===== src/rtl/fsm_io_pkg.sv =====
// Shared types and default timing constants for the input conditioner.
package fsm_io_pkg;

    localparam int unsigned DEBOUNCE_CYCLES_DEFAULT = 4;
    localparam int unsigned AUTO_PERIOD_DEFAULT     = 8;

    typedef enum logic [1:0] {
        BTN_IDLE         = 2'd0,
        BTN_PRESS_WAIT   = 2'd1,
        BTN_HELD         = 2'd2,
        BTN_RELEASE_WAIT = 2'd3
    } btn_state_e;

endpackage


===== src/rtl/fsm_input_conditioner_if.sv =====
// Raw inputs in, conditioned strobes and debug state out.
interface fsm_input_conditioner_if;
    import fsm_io_pkg::*;

    logic [1:0] sw_raw;
    logic       step_btn;
    logic       auto_en;
    logic [1:0] sw_out;
    logic       step_pulse;
    logic [7:0] step_count;
    btn_state_e btn_state;

    modport master (
        output sw_raw, step_btn, auto_en,
        input  sw_out, step_pulse, step_count, btn_state
    );

    modport slave (
        input  sw_raw, step_btn, auto_en,
        output sw_out, step_pulse, step_count, btn_state
    );

endinterface


===== src/rtl/sync2.sv =====
// Two-flop synchronizer for asynchronous inputs; cleared by the synchronous reset.
module sync2 #(
    parameter int unsigned WIDTH = 1
) (
    input  logic             clk,
    input  logic             reset,
    input  logic [WIDTH-1:0] d_i,
    output logic [WIDTH-1:0] q_o
);

    logic [WIDTH-1:0] meta_q;
    logic [WIDTH-1:0] sync_q;

    always_ff @(posedge clk) begin
        if (reset) begin
            meta_q <= '0;
            sync_q <= '0;
        end else begin
            meta_q <= d_i;
            sync_q <= meta_q;
        end
    end

    assign q_o = sync_q;

endmodule


===== src/rtl/fsm_input_conditioner.sv =====
// Debounces switches and a step button, merges manual and periodic step requests
// into a single-cycle strobe, and counts the strobes.
module fsm_input_conditioner
    import fsm_io_pkg::*;
#(
    parameter int unsigned DEBOUNCE_CYCLES = DEBOUNCE_CYCLES_DEFAULT,
    parameter int unsigned AUTO_PERIOD     = AUTO_PERIOD_DEFAULT
) (
    input  logic                    clk,
    input  logic                    reset,
    fsm_input_conditioner_if.slave  bus
);

    localparam logic [7:0] DEB_LAST  = 8'(DEBOUNCE_CYCLES - 1);
    localparam logic [7:0] AUTO_LAST = 8'(AUTO_PERIOD - 1);

    logic [1:0] sw_sync;
    logic       btn_sync;

    sync2 #(.WIDTH(2)) u_sync_sw (
        .clk   (clk),
        .reset (reset),
        .d_i   (bus.sw_raw),
        .q_o   (sw_sync)
    );

    sync2 #(.WIDTH(1)) u_sync_btn (
        .clk   (clk),
        .reset (reset),
        .d_i   (bus.step_btn),
        .q_o   (btn_sync)
    );

    logic [1:0] sw_cand_q, sw_cand_d;
    logic [1:0] sw_q, sw_d;
    logic [7:0] sw_cnt_q, sw_cnt_d;

    // The candidate always holds last cycle's synced value, so a mismatch is a change.
    always_comb begin
        sw_cand_d = sw_cand_q;
        sw_cnt_d  = sw_cnt_q;
        sw_d      = sw_q;
        if (sw_sync != sw_cand_q) begin
            sw_cand_d = sw_sync;
            sw_cnt_d  = '0;
        end else if (sw_cand_q != sw_q) begin
            if (sw_cnt_q == DEB_LAST) begin
                sw_d     = sw_cand_q;
                sw_cnt_d = '0;
            end else begin
                sw_cnt_d = sw_cnt_q + 8'd1;
            end
        end
    end

    btn_state_e state_q, state_d;
    logic [7:0] btn_cnt_q, btn_cnt_d;
    logic       manual_req;

    always_ff @(posedge clk) begin
        if (reset) begin
            state_q   <= BTN_IDLE;
            btn_cnt_q <= '0;
        end else begin
            state_q   <= state_d;
            btn_cnt_q <= btn_cnt_d;
        end
    end

    always_comb begin
        state_d   = state_q;
        btn_cnt_d = btn_cnt_q;
        unique case (state_q)
            BTN_IDLE: begin
                if (btn_sync) begin
                    state_d   = BTN_PRESS_WAIT;
                    btn_cnt_d = '0;
                end
            end
            BTN_PRESS_WAIT: begin
                if (!btn_sync)                    state_d   = BTN_IDLE;
                else if (btn_cnt_q == DEB_LAST)   state_d   = BTN_HELD;
                else                              btn_cnt_d = btn_cnt_q + 8'd1;
            end
            BTN_HELD: begin
                if (!btn_sync) begin
                    state_d   = BTN_RELEASE_WAIT;
                    btn_cnt_d = '0;
                end
            end
            BTN_RELEASE_WAIT: begin
                if (btn_sync)                     state_d   = BTN_HELD;
                else if (btn_cnt_q == DEB_LAST)   state_d   = BTN_IDLE;
                else                              btn_cnt_d = btn_cnt_q + 8'd1;
            end
            default: state_d = BTN_IDLE;
        endcase
    end

    always_comb begin
        manual_req = (state_q == BTN_PRESS_WAIT) && btn_sync && (btn_cnt_q == DEB_LAST);
    end

    logic [7:0] auto_cnt_q, auto_cnt_d;
    logic       auto_req;

    always_comb begin
        auto_req   = bus.auto_en && (auto_cnt_q == AUTO_LAST);
        auto_cnt_d = auto_cnt_q + 8'd1;
        if (!bus.auto_en || auto_req) auto_cnt_d = '0;
    end

    logic       pulse_q, pulse_d;
    logic [7:0] count_q, count_d;

    // A request landing right after a pulse is dropped, never deferred.
    always_comb begin
        pulse_d = (manual_req || auto_req) && !pulse_q;
        count_d = pulse_d ? count_q + 8'd1 : count_q;
    end

    always_ff @(posedge clk) begin
        if (reset) begin
            sw_cand_q  <= '0;
            sw_cnt_q   <= '0;
            sw_q       <= '0;
            auto_cnt_q <= '0;
            pulse_q    <= 1'b0;
            count_q    <= '0;
        end else begin
            sw_cand_q  <= sw_cand_d;
            sw_cnt_q   <= sw_cnt_d;
            sw_q       <= sw_d;
            auto_cnt_q <= auto_cnt_d;
            pulse_q    <= pulse_d;
            count_q    <= count_d;
        end
    end

    assign bus.sw_out     = sw_q;
    assign bus.step_pulse = pulse_q;
    assign bus.step_count = count_q;
    assign bus.btn_state  = state_q;

endmodule


===== src/flat_wrapper.sv =====
// flat-port wrapper written by rule: the top's interface ports become plain ports
module fsm_input_conditioner_flat import fsm_io_pkg::*;
#(
    parameter int unsigned DEBOUNCE_CYCLES = DEBOUNCE_CYCLES_DEFAULT,
    parameter int unsigned AUTO_PERIOD     = AUTO_PERIOD_DEFAULT
)
  (clk, reset, bus_sw_raw, bus_step_btn, bus_auto_en, bus_sw_out, bus_step_pulse, bus_step_count, bus_btn_state);
  fsm_input_conditioner_if bus_i ();
  input  logic clk;
  input  logic reset;
  input wire logic [$bits(bus_i.sw_raw)-1:0] bus_sw_raw;
  input wire logic [$bits(bus_i.step_btn)-1:0] bus_step_btn;
  input wire logic [$bits(bus_i.auto_en)-1:0] bus_auto_en;
  output wire logic [$bits(bus_i.sw_out)-1:0] bus_sw_out;
  output wire logic [$bits(bus_i.step_pulse)-1:0] bus_step_pulse;
  output wire logic [$bits(bus_i.step_count)-1:0] bus_step_count;
  output wire logic [$bits(bus_i.btn_state)-1:0] bus_btn_state;
  assign bus_i.sw_raw = bus_sw_raw;
  assign bus_i.step_btn = bus_step_btn;
  assign bus_i.auto_en = bus_auto_en;
  assign bus_sw_out = bus_i.sw_out;
  assign bus_step_pulse = bus_i.step_pulse;
  assign bus_step_count = bus_i.step_count;
  assign bus_btn_state = bus_i.btn_state;
  fsm_input_conditioner #(.DEBOUNCE_CYCLES(DEBOUNCE_CYCLES), .AUTO_PERIOD(AUTO_PERIOD)) u_core (.clk(clk), .reset(reset), .bus(bus_i));
endmodule

===== config.mk =====
export PLATFORM = sky130hd
export DESIGN_NAME = fsm_input_conditioner_flat
export DESIGN_NICKNAME = d
export VERILOG_FILES = /design/src/rtl/fsm_io_pkg.sv /design/src/rtl/fsm_input_conditioner_if.sv /design/src/rtl/sync2.sv /design/src/rtl/fsm_input_conditioner.sv /design/src/flat_wrapper.sv
export SDC_FILE = /design/constraint.sdc
export NUM_CORES = 1
export LEC_CHECK = 0
export ABC_AREA = 1
export CORE_MARGIN = 3
export CORE_UTILIZATION = 23
export CTS_CLUSTER_SIZE = 16
export DETAILED_ROUTE_END_ITERATION = 10
export GPL_ROUTABILITY_DRIVEN = 0
export PLACE_DENSITY_LB_ADDON = 0.25
export SETUP_SLACK_MARGIN = 0.15
export SYNTH_ARGS = -nofsm -noshare
export SYNTH_HDL_FRONTEND = slang
export SYNTH_SLANG_ARGS = --single-unit

===== constraint.sdc =====
create_clock -name clk -period 1.3 [get_ports clk]
set_input_delay 0.26 -clock clk [delete_from_list [all_inputs] [get_ports clk]]
set_output_delay 0.26 -clock clk [all_outputs]
set_load 0.03 [all_outputs]

# ---- Yosys cells after proc, flatten, opt, wreduce, memory -nomap -nowiden
# Cells that the tools add are included.
dict set report totals {
  latchBits 0
  reg_bits 45
  output_inout_bits 13
  inputBits 6
  wordCells 59
  mem_bits_rw 0
  romBits 0
  mem_count 0
}
dict set report classes {
  magnitude_cmp 0
  mul 0
  n_mux 14
  n_bitwise 1
  reduce_logical 14
  div_mod_pow 0
  add_sub_neg 4
  eq_ne 14
  shift 0
}
# operator count
set op_table {}
lappend op_table {{8-bit 2-to-1 mux} 6}
lappend op_table {{8-bit by 1-bit adder with 8-bit output (second input constant)} 4}
lappend op_table {{8-bit one-hot mux with 4 select lines} 1}
lappend op_table {{8-bit by 2-bit equality test with 1-bit output (second input constant)} 2}
lappend op_table {{2-bit 2-to-1 mux} 6}
lappend op_table {{8-bit by 3-bit equality test with 1-bit output (second input constant)} 1}
lappend op_table {{2-bit != test (second input constant)} 4}
lappend op_table {{2-bit one-hot mux with 4 select lines} 1}
lappend op_table {{4-bit AND reduction} 2}
lappend op_table {{3-bit by 2-bit != test with 1-bit output (second input constant)} 2}
lappend op_table {{2-bit equality test (second input constant)} 2}
lappend op_table {{1-bit logical AND} 4}
lappend op_table {{2-bit != test} 2}
lappend op_table {{2-bit OR reduction} 2}
lappend op_table {{3-bit AND reduction} 1}
lappend op_table {{2-bit by 1-bit equality test with 1-bit output (second input constant)} 1}
lappend op_table {{1-bit zero test} 2}
lappend op_table {{2-bit zero test} 1}
lappend op_table {{1-bit logical OR} 2}
lappend op_table {{1-bit NOT} 1}

# ---- Longest topological paths before layout
# Gate-level depths: netlist of run 1.
dict set report depth {
  word_depth 5
  depth_mapped 9
  depth_no_buf 9
}

# ---- Modules after synthesis
# From an unflattened synthesis of run 1, not the netlist that was laid out.
dict set report hier_totals {
  hier_cells 304
  hier_area_um2 2197.1
}
# module n_inst area_per_inst_um2 cells_each
set by_module_without_submodules {}
lappend by_module_without_submodules {fsm_input_conditioner 1 2031.9 286}
lappend by_module_without_submodules {{sync2 at u_core.u_sync_sw} 1 110.1 12}
lappend by_module_without_submodules {{sync2 at u_core.u_sync_btn} 1 55.1 6}

# ---- Worst setup path before layout of run 1
# Ideal clock, no wire load.
dict set report synth_path {
  kind {register to register}
  start {register u_core.count_q[1], in the netlist u_core.bus.step_count[1]}
  end {register u_core.count_q[6], in the netlist u_core.bus.step_count[6]}
  setup_ps 132
  stages_incl_launch_ff 9
  required_ps 1168
  slack_ps -113
  arrival_time_ps 1281
  path_cell_list {dfxtp_1 ha_1 nand2_1 nor2_1 nand2_1 nand2_1 nand2_1 nand3_1 a21oi_1}
}
dict set report synth_via {
  elab_chain_cells 1
}
# element line
set synth_rtl {}
lappend synth_rtl {{start, declared} fsm_input_conditioner.sv:114} ;# logic [7:0] count_q, count_d;
lappend synth_rtl {{start signal, assigned} fsm_input_conditioner.sv:136} ;# count_q <= count_d;
lappend synth_rtl {{8-bit by 1-bit adder with 8-bit output} fsm_input_conditioner.sv:119} ;# count_d = pulse_d ? count_q + 8'd1 : count_q;
# No other way between the ends.
# A chain may end at the register's enable or synchronous reset.

# ---- Worst setup path in the final report of run 1
dict set report layout_path {
  start {register u_core.btn_cnt_q[0]}
  end {register u_core.btn_cnt_q[5]}
}
dict set report layout_via {
  elab_chain_cells 4
  elab_cells_between_ends 6
  classes_between {add/sub (1); eq/ne (1); mux (4)}
}
# element line
set layout_rtl {}
lappend layout_rtl {{start, declared} fsm_input_conditioner.sv:57} ;# logic [7:0] btn_cnt_q, btn_cnt_d;
lappend layout_rtl {{start signal, assigned} fsm_input_conditioner.sv:66} ;# btn_cnt_q <= btn_cnt_d;
lappend layout_rtl {{8-bit by 1-bit adder with 8-bit output or 8-bit by 2-bit equality test with 1-bit output (tied branches)} --}
lappend layout_rtl {{8-bit 2-to-1 mux *} {fsm_input_conditioner.sv:82, fsm_input_conditioner.sv:93}}
lappend layout_rtl {{8-bit 2-to-1 mux (on tied branches)} {fsm_input_conditioner.sv:92, fsm_input_conditioner.sv:81}}
lappend layout_rtl {{8-bit one-hot mux with 4 select lines *} fsm_input_conditioner.sv:73} ;# unique case (state_q)
# Mark *: on every way between the ends. The rest lies on a longest branch, timed or not. The select of a mux whose other input is x is not followed.

==> results.toml, run 1 <==
[status]
outcome = "finished, final reports clean"

[timing]
finalSetupViolations = 0
skew_ps = 12.7
slew_violations = 0
hold_ws_ps = 398
min_period_ps = 1290
fmax_ghz = 0.778
maxSlewHeadroom_pct = 79.3
final_hold_viol_count = 0
tightestPinTransition_ps = 310
rsz0062_at_grt = "yes"
fin_crit_sh_pct = 98.9
setup_ws_ps = 14.0

[yosys]
yosysTopAreaCellShare_pct = 41.7
ys_warn_count = 0
ys_ff_latch = 45
synth_area_leaders = "dfxtp_1 42%, nand2_1 11%, nand3_1 8.3%"
synth_common_cells = "64 x nand2_1, 47 x nor2_1, 45 x dfxtp_1, 36 x nand3_1, 33 x inv_1"
synth.most_common_cell = "nand2_1"
yosys.area_share.adder_pct = 2.32
synth_area_um2 = 2160
synth_mux_area_share_pct = 0
postSynthAreaPerCell_um2 = 7.17
post_synth_inst_count = 301
synthSimpleGateAreaFrac_pct = 35.4
synthesis.nets = 311
ys_seq_area_share_pct = 41.7
synth_top_flop_cell = "dfxtp_1"
async_flop_share_pct = 0
synth_compound_gate_area_share_pct = 6.84
synth-edff-count = 0
synth-xor-area-share_pct = 6.55
yosysUniqueCellTypes = 25
synth_top_family_by_area = "simple AND/OR/NAND/NOR gates"
yosysTopAreaCell = "dfxtp_1"

[placement]
dpl.cell_count = 449
dp_slack_ps = -150
dpl.hpwl_mm = 3.63
placement.io_buffers = 18

[power]
pwr_density_cell_nw_per_um2 = 744
ir_drop_mv = 0.412
power_mw = 2.60
power_leakage_nw = 1.41

[clock_tree]
cts_buffer_depth = 2
clk_pin_slew_ps = 90
cts_root_buf = "clkbuf_8"
cts.sinks = 45
numCtsBuffers = 5
htree_levels = 2
cts_tree = "built"
worstSkewPairLatency_ps = 290

[worst_setup_path]
r2r-start = "u_core.btn_cnt_q[0]"
setup.worst_path.start = "u_core.btn_cnt_q[0]"
crit_fanout = 8
end_kind = "flop"
arrival_ps = 1480
critical_path_class = "flop to flop"
crit_required_ps = 1500
startpoint_type = "flop"

[route]
vias = 2110
drc = 0
detail_route.wirelength_mm = 5.64
final_antenna_net_count = 0
drt_iter0_markers = 58
firstDrtPassIters = 4
wl_per_cell_um = 11.9
viasPerCell = 4.44

[global_route]
grt_max_degree = 14
grt_pass1_wl_mm = 9.11
overflow = 0
grt_use_total_pct = 10.8
grt_pass1_vias = 2000
grt_antenna_before_repair = 0

[final_layout]
finalNonFillerCells = 475
drive_gt1_share_pct = 50.1
utilization_pct = 39.1
nets = 376
antenna_cells = 0
n_fill_cell = 900
synthToLayoutAreaGrowth_pct = 61.9

[die]
num_rows = 34
die_area_um2 = 10600
die_w_um = 103
ios = 19
die_y_um = 103
start_util_pct = 24.2
core_um2 = 8930

[run]
cap_violations = 0

[worst_hold_path]
hold_path.class = "flop to flop"
worstHoldStart = "u_core.u_sync_sw.meta_q[0]"
-- path summary, 6_finish.rpt --
check,to,slack [ps],cells past startpoint
min,u_core.u_sync_sw.q_o[0],400,2
max reg2reg,u_core.btn_cnt_q[5],10,8
max,u_core.btn_cnt_q[5],10,8
min reg2reg,u_core.u_sync_sw.q_o[0],400,2
-- placed cells by master, fill, tap and decap left out, types with 2 or more instances in the layout --
cell             instances
a21oi_1                 14
a21oi_2                 10
buf_4                   37
buf_6                   15
clkbuf_8                 5
clkdlybuf4s50_1          5
dfxtp_1                 16
dfxtp_2                 15
dfxtp_4                 14
ha_4                     4
inv_1                   26
inv_2                   10
nand2_1                 43
nand2_2                 15
nand2_4                 10
nand2_8                  2
nand3_1                 21
nand3_2                 10
nand3_4                  6
nand3b_1                 2
nand4_1                  5
nor2_1                  36
nor2_2                   4
nor2_4                  10
nor3_2                   2
nor3_4                   2
nor3b_2                  2
o21ai_1                  2
xnor2_4                  2
xor2_1                   9
xor2_4                   2
-- per-stage QoR --
step | cell area [um^2] | TNS (ps)
final | 3490 | 0
after global routing | 3490 | -525
after CTS | 3130 | 0
after detailed placement | 2730 | -1650
after global placement | 2730 | -1530
after floorplan | 2250 | 0
-- area by class of cell --
type / count / area (um^2) / share of cell area (%)
well taps: 108 / 135 / 3.87
flip-flops and latches: 45 / 972 / 27.8
repair buffers: 59 / 522 / 14.9
inverters: 37 / 140 / 4.01
clock buffers: 6 / 72.6 / 2.08
multi-input cells: 218 / 1620 / 46.3
clock inverters: 2 / 33.8 / 0.967
-- what timing repair did --
action | in CTS | in global routing
setup endpoints to repair | 38 | 46
hold buffers | 0 | 0
setup buffers | 8 | 7
resized for setup | 57 | 88
pin swaps | 18 | 34
gates cloned | 3 | 0
-- critical path: stages (launching register included) --
cell and delay [ps]:
dfxtp_4 370, ha_4 130, inv_2 40, nor2_4 140, nand3_4 170, nand2_8 140
nor2_1 60, nor2_1 80, nor2_1 50
-- state kept, by name, summed over array words and instances (netlist names), named ones only --
register and count:
u_core.auto_cnt_q 8, u_core.btn_cnt_q 8, u_core.bus.btn_state 1, u_core.bus.step_count 8
u_core.bus.step_pulse 1, u_core.bus.sw_out 2, u_core.sw_cand_q 2, u_core.sw_cnt_q 8
u_core.u_sync_btn.meta_q 1, u_core.u_sync_btn.q_o 1, u_core.u_sync_sw.meta_q 2, u_core.u_sync_sw.q_o 2
-- cells by family after synthesis --
family	count (synthesis)
xor+xnor	14
fa+ha+maj	4
buf+inv	41
simple gates	168
compound gates	29
flops	45
-- power by group --
group	switching (mW)	internal (mW)	leakage, nW
clock network	0.467	0.568	0.0528
registers	0.0189	1.37	0.383
logic	0.101	0.0771	0.974
-- per-layer routing --
metal / up-vias / track usage, % / part of all wire [%]
li1: 1100 / - / -
met1: 980 / 14.1 / 46
met2: 22 / 17.1 / 50
met3: 8 / 2.84 / 2.7
met4: 0 / 4.08 / 1.4
met5: - / 0 / 0
Power figures use the tool's default switching activity.
==> run 2, diff against run 1 <==
--- a/config.mk
+++ b/config.mk
@@ -6,6 +6,7 @@
 export NUM_CORES = 1
 export LEC_CHECK = 0
 export ABC_AREA = 1
+export CAP_MARGIN = 40
 export CORE_MARGIN = 3
 export CORE_UTILIZATION = 23
 export CTS_CLUSTER_SIZE = 16
==> results of run 2 <==
The final DEF is identical to that of run 1; final timing and power are the same.
==> run 3, diff against run 2 <==
--- a/config.mk
+++ b/config.mk
@@ -6,12 +6,11 @@
 export NUM_CORES = 1
 export LEC_CHECK = 0
 export ABC_AREA = 1
-export CAP_MARGIN = 40
+export CAP_MARGIN = 20
 export CORE_MARGIN = 3
 export CORE_UTILIZATION = 23
 export CTS_CLUSTER_SIZE = 16
 export DETAILED_ROUTE_END_ITERATION = 10
-export GPL_ROUTABILITY_DRIVEN = 0
 export PLACE_DENSITY_LB_ADDON = 0.25
 export SETUP_SLACK_MARGIN = 0.15
 export SYNTH_ARGS = -nofsm -noshare
==> results of run 3 <==
The final DEF is identical to that of run 1; final timing and power are the same.
